## src/rtl/on_run_logger_if.sv

```systemverilog
// Run-length output stream: valid/ready handshake carrying one completed ON-run length per beat.
interface on_run_logger_if #(
    parameter int CNT_W = 16
);
    logic             out_valid;
    logic             out_ready;
    logic [CNT_W-1:0] out_data;

    modport master (output out_valid, output out_data, input out_ready);
    modport slave  (input out_valid, input out_data, output out_ready);
endinterface

```

## src/rtl/on_run_logger.sv

```systemverilog
// Measures the length of every ON run of 'in' and queues completed lengths in a small FIFO.
// Runs that find the FIFO full (with no simultaneous pop) are dropped and flagged in 'overflow'.
module on_run_logger #(
    parameter int CNT_W = 16,
    parameter int DEPTH = 4
) (
    input  logic                clk,
    input  logic                areset,
    input  logic                in,
    input  logic                clr_ovf,
    on_run_logger_if.master     out_if,
    output logic                busy,
    output logic                overflow,
    output logic [CNT_W-1:0]    run_total
);
    localparam int AW = (DEPTH > 1) ? $clog2(DEPTH) : 1;

    logic             prev_in;
    logic [CNT_W-1:0] run_cnt;
    logic [CNT_W-1:0] mem [DEPTH];
    logic [AW-1:0]    wptr, rptr;
    logic [AW:0]      occ;
    logic             done, full, pop, push_ok, drop;

    assign done    = prev_in & ~in;
    assign full    = (occ == (AW+1)'(DEPTH));
    assign pop     = out_if.out_valid & out_if.out_ready;
    // A pop at the same edge frees the slot the push needs.
    assign push_ok = done & (~full | pop);
    assign drop    = done & full & ~pop;

    assign out_if.out_valid = (occ != '0);
    assign out_if.out_data  = mem[rptr];
    assign busy             = prev_in;

    always_ff @(posedge clk or posedge areset) begin
        if (areset) begin
            prev_in   <= 1'b0;
            run_cnt   <= '0;
            run_total <= '0;
            wptr      <= '0;
            rptr      <= '0;
            occ       <= '0;
            overflow  <= 1'b0;
        end else begin
            prev_in <= in;
            if (in) begin
                if (!prev_in)
                    run_cnt <= CNT_W'(1);
                else if (run_cnt != {CNT_W{1'b1}})
                    run_cnt <= run_cnt + CNT_W'(1);
            end
            if (done)
                run_total <= run_total + CNT_W'(1);
            if (push_ok)
                wptr <= wptr + AW'(1);
            if (pop)
                rptr <= rptr + AW'(1);
            case ({push_ok, pop})
                2'b10:   occ <= occ + (AW+1)'(1);
                2'b01:   occ <= occ - (AW+1)'(1);
                default: occ <= occ;
            endcase
            // A drop at the same edge as a clear request keeps the flag set.
            if (drop)
                overflow <= 1'b1;
            else if (clr_ovf)
                overflow <= 1'b0;
        end
    end

    // Storage carries no reset; out_data is only meaningful while out_valid is high.
    always_ff @(posedge clk) begin
        if (push_ok)
            mem[wptr] <= run_cnt;
    end
endmodule

```

## src/flat_wrapper.sv

```systemverilog
// flat-port wrapper written by rule: the top's interface ports become plain ports
module on_run_logger_flat 
#(
    parameter int CNT_W = 16,
    parameter int DEPTH = 4
)
  (clk, areset, in, clr_ovf, busy, overflow, run_total, out_if_out_valid, out_if_out_data, out_if_out_ready);
  on_run_logger_if #(.CNT_W(CNT_W)) out_if_i ();
  input  logic clk;
  input  logic areset;
  input  logic in;
  input  logic clr_ovf;
  output logic busy;
  output logic overflow;
  output logic [CNT_W-1:0] run_total;
  output wire logic [$bits(out_if_i.out_valid)-1:0] out_if_out_valid;
  output wire logic [$bits(out_if_i.out_data)-1:0] out_if_out_data;
  input wire logic [$bits(out_if_i.out_ready)-1:0] out_if_out_ready;
  assign out_if_out_valid = out_if_i.out_valid;
  assign out_if_out_data = out_if_i.out_data;
  assign out_if_i.out_ready = out_if_out_ready;
  on_run_logger #(.CNT_W(CNT_W), .DEPTH(DEPTH)) u_core (.clk(clk), .areset(areset), .in(in), .clr_ovf(clr_ovf), .out_if(out_if_i), .busy(busy), .overflow(overflow), .run_total(run_total));
endmodule
```

## config.mk

```make
export PLATFORM = sky130hd
export DESIGN_NAME = on_run_logger_flat
export DESIGN_NICKNAME = d
export VERILOG_FILES = /design/src/rtl/on_run_logger_if.sv /design/src/rtl/on_run_logger.sv /design/src/flat_wrapper.sv
export SDC_FILE = /design/constraint.sdc
export NUM_CORES = 1
export LEC_CHECK = 0
export CAP_MARGIN = 10
export CORE_MARGIN = 3
export CORE_UTILIZATION = 50
export CTS_CLUSTER_DIAMETER = 30
export DETAILED_ROUTE_END_ITERATION = 6
export MAX_ROUTING_LAYER = met4
export PLACE_DENSITY_LB_ADDON = 0.25
export SKIP_CTS_REPAIR_TIMING = 1
export SYNTH_ARGS = -nofsm -noshare
export SYNTH_HDL_FRONTEND = slang
export SYNTH_SLANG_ARGS = --single-unit
```

## constraint.sdc

```tcl
create_clock -name clk -period 3.35 [get_ports clk]
set_input_delay 0.335 -clock clk [delete_from_list [all_inputs] [get_ports clk]]
set_output_delay 0.335 -clock clk [all_outputs]
set_load 0.1 [all_outputs]
```

# == Word level (Yosys, flattened, before mapping) ==
# Memory sizes are Yosys's and may differ from the RTL's.
# Cells that the tools add are included.
# op_classes
add_sub_neg,6
multipliers,0
div,0
order_cmp,0
n_eq_ne,5
shifts,0
muxes,7
bitwise,9
n_reduce_logical,4
# ops
op,n
16-bit by 1-bit adder with 16-bit output (second input constant),2
16-bit two-way mux,2
16-bit inequality test (second input constant),1
3-bit case mux with 2 select lines,1
1-bit AND,5
2-bit by 1-bit adder with 2-bit output (second input constant),2
1-bit two-way mux,4
2-bit nonzero test,2
3-bit by 1-bit adder with 3-bit output (second input constant),1
3-bit == test (second input constant),1
1-bit NOT,3
3-bit nonzero test,1
3-bit by 1-bit subtractor with 3-bit output (second input constant),1
2-bit by 1-bit == test with 1-bit output (second input constant),1
2-bit == test (second input constant),1
2-bit inequality test (second input constant),1
2-bit AND reduction,1
1-bit OR,1
# word_totals
ff_bits,41
latchBits,0
ram_bits,64
mem_bits_ro,0
in_bits,5
wordCells,39
n_memories,1
# memory_table
memory,words,word_bits,rd,rd_clocked_by_memory_dff,write_ports,line_no,text
u_core.mem,4,16,1,0,1,on_run_logger.sv:20,logic [CNT_W-1:0] mem [DEPTH];

# == Longest topological paths before layout ==
# depth
ltp_word,6
depth_mapped,7
depth_no_buf,7

# == Worst setup path after synthesis ==
# OpenSTA, ideal clock, no wires.
# synth_timing
kind,register -> register
start,"reg u_core.prev_in, in the netlist u_core.busy"
end,"mem u_core.mem[0][0], enable pin"
setup_ns,0.374
arrival_time_ns,2.108
t_required_ns,2.976
path_slack_ns,0.869
path_stages_with_launch,4
path_buffers,0
cell_sequence,dfrtp_1 nand2b_1 nor2_1 and2_1
# synth_between
elab_chain_len,4
# synth_rtl
item,line_no,text
start: declaration,on_run_logger.sv:18,logic prev_in;
start signal: assignment,on_run_logger.sv:46,prev_in <= in;
1-bit AND,on_run_logger.sv:25,assign done = prev_in & ~in;
1-bit AND,on_run_logger.sv:29,assign push_ok = done & (~full | pop);
1-bit two-way mux,on_run_logger.sv:74,if (push_ok)
1-bit two-way mux (not written as such),on_run_logger.sv:75,mem[wptr] <= run_cnt;
end: declaration,on_run_logger.sv:20,
# Every way passes these cells.

# == Final worst setup path ==
# layout_timing
start,reg u_core.occ[2]
end,out out_if_out_valid
# layout_between
elab_chain_len,1
# layout_rtl
item,line_no,text
start: declaration,on_run_logger.sv:22,logic [AW:0] occ;
start signal: assignment,on_run_logger.sv:60,2'b10: occ <= occ + (AW+1)'(1);
start signal: assignment,on_run_logger.sv:61,2'b01: occ <= occ - (AW+1)'(1);
3-bit nonzero test,on_run_logger.sv:32,assign out_if.out_valid = (occ != '0);
end: declaration,flat_wrapper.sv:16,output wire logic [$bits(out_if_i.out_valid)-1:0] out_if_out_valid;
# Every way passes these cells.

==> metrics.cfg <==
[synthesis]
yosysWarnings=0
netlist_instances=295
seq_area_frac_synth_pct=66.8
synth_top_area_share_pct=43.5
netlist_area_mm2=0.00442
avgSynthCellArea_um2=15.0
synth_flop_cell=edfxtp_1
netlist_top_cells_area=edfxtp_1, dfrtp_1, mux4_2, xnor2_1, ha_1
yosysTopAreaCell=edfxtp_1
ys_ff_latch=105
async_flop_share_pct=39.0
synth_edf_count=64
ys_types=45
synth.net_count=307

[setup_path]
r2r_start=u_core.busy
path_delay_family=buffers and inverters
crit_arrival_ns=2.14
required_ns=3.01
worstRegToRegCells=3
critPathKind=flop to output pin
r2r_end=u_core.mem[2][11]
crit_path_start_kind=flop
slowest_delay_ns=0.97
cp_max_fo=5
cp_slowest_cell=clkdlybuf4s50_1
critPathCaptureType=output pin
crit_chain=or3_1 -> clkdlybuf4s50_1
reg2reg_slack_ns=0.93
critPathBufInv=1

[sta]
slew_viol_final=0
slew_headroom_pct=34.7
tightest_slew_ns=0.976
setup_viol=0
setup_tns_ns=0
period_minus_slack_ns=2.48
fin_skew_ns=0.00908
fmax_mhz=403
rsz0062_at_grt=false
worst_hold_slack_ns=0.411
timing.final.hold_violations=0
period_share_pct=74.0

[clock_network]
clockBufferDepth=2
clk_latency_ns=0.36
numCtsBuffers=9
cts_tree=done
cts.reportedPaths.clkPinSlew_ns=0.09
cts_max_level=3
root_buffer=clkbuf_8
cts_sinks=105

[floorplanning]
start_util_pct=52.7
die_area_mm2=0.0100
die_h_um=100
die_x_um=100
ios=40
num_rows=33
design.core.area_mm2=0.00838

[power]
vdd_drop_max_uv=714
p_leak_nw=1.90
power.density_mw_per_mm2=869

[placed_design]
io_buffers=39
place.gp.congestion=0.845
place_hpwl_mm=5.10

[grt]
grt_pass1_vias=2656
grt_max_degree=42
grt_use_total_pct=17.4
globalRouteOverflowTotal=0
antenna_found_initial=0
grt_pass1_wl_mm=13.2

[status]
status=finished, final reports clean

[cells_and_area]
final_common_cell=edfxtp_1
layout_common_cells=edfxtp_1, dfrtp_1, buf_4, clkdlybuf4s50_1, nand2_1
synthToLayoutAreaGrowth_pct=15.2
n_antenna_cell=0
drive_gt1_share_pct=16.4
fin_nets=355

[route]
dr.pass1.iters=4
vias=2651
avgViaCountPerCell=5.85
post_drt_wl_per_cell_um=17.1
route.antenna.remaining_nets=0
drt_iter0_markers=150
drt_wl_total_mm=7.74
drcViolationCount=0

[job]
cap_violations=0

[worst_hold_path]
hp-class=input pin to asynchronous set/reset pin

-- stage by stage --
| step | std cells | util, % | cell area (um2) | power [mW] | setup WS (ns) |
|---|---|---|---|---|---|
| finish | 453 | 60.7 | 5090 | 4.42 | 0.870 |
| global route | 453 | 60.7 | 5090 | 4.63 | 0.694 |
| CTS | 453 | 60.7 | 5090 | 4.47 | 0.856 |
| detailed placement | 437 | 58.5 | 4910 | 3.76 | 0.785 |
| global placement | 437 | 58.5 | 4910 | 3.74 | 0.873 |
| floorplan | 295 | - | 4420 | 3.36 | 0.869 |
-- synth_stat cells (4+ instances only) --
cell and count:
a31oi_1 4, a21oi_1 10, nor2_1 13, edfxtp_1 64, nor3_1 4, nand4_1 9
dfrtp_1 41, xnor2_1 17, clkbuf_1 6, inv_1 13, nand3_1 13, o21ai_0 7
and2_1 4, nand2_1 20, ha_1 6, mux4_2 16, or4_1 5
-- how the worst max path moves through the flow --
stage / from / endpoint / cells past startpoint
final: u_core.occ[2] / out_if_out_valid / 2
after global routing: u_core.busy / u_core.mem[2][10] / 3
after CTS: u_core.occ[2] / out_if_out_valid / 2
after detailed placement: in / u_core.mem[2][12] / 4
after global placement: in / u_core.mem[2][8] / 4
after floorplan: u_core.busy / u_core.mem[0][0] / 3
-- cells by family after synthesis --
group	share of synthesized area [%]
DFF	66.8
and+or+nand+nor	11.1
AOI/OAI and AO/OA	5.58
buffers and inverters	1.84
xor gates and xnor gates	3.97
muxes	8.61
adders and majority gates	2.15
-- worst register-to-register path, delay by kind of cell (launching register included) --
kind / cells / cell delay [ns]
DFF: 1 / 0.67
and+or+nand+nor: 3 / 1.37
-- flip-flops by register name, summed over array words and instances (netlist names) --
name / cells
u_core.wptr: 2
u_core.mem: 64
u_core.rptr: 2
u_core.overflow: 1
u_core.occ: 3
u_core.busy: 1
u_core.run_total: 16
u_core.run_cnt: 16
-- metal layers --
metal / global-route usage, % / vias to the layer above / share of wire [%]
met3: 3.20 / 7 / 4.7
li1: - / 1235 / -
met2: 27.0 / 92 / 49
met1: 23.4 / 1317 / 45
met5: - / - / 0
met4: 6.32 / 0 / 1.3
-- where the power goes --
part / total (mW) / switching [mW] / internal (mW)
Combinational: 1.98 / 1.46 / 0.516
Sequential: 1.74 / 0.179 / 1.56
Clock: 0.704 / 0.412 / 0.293
Total: 4.42 / 2.05 / 2.37
-- area by class of cell --
type / instances / area (um2)
clock buffers: 10 / 138
clock inverters: 6 / 41.3
fillers: 633 / 3300
inverters: 13 / 48.8
multi-input cells: 169 / 1390
flip-flops and latches: 105 / 2950
well taps: 105 / 131
repair buffers: 45 / 393
Note: power is estimated with default switching activity, not from simulation.
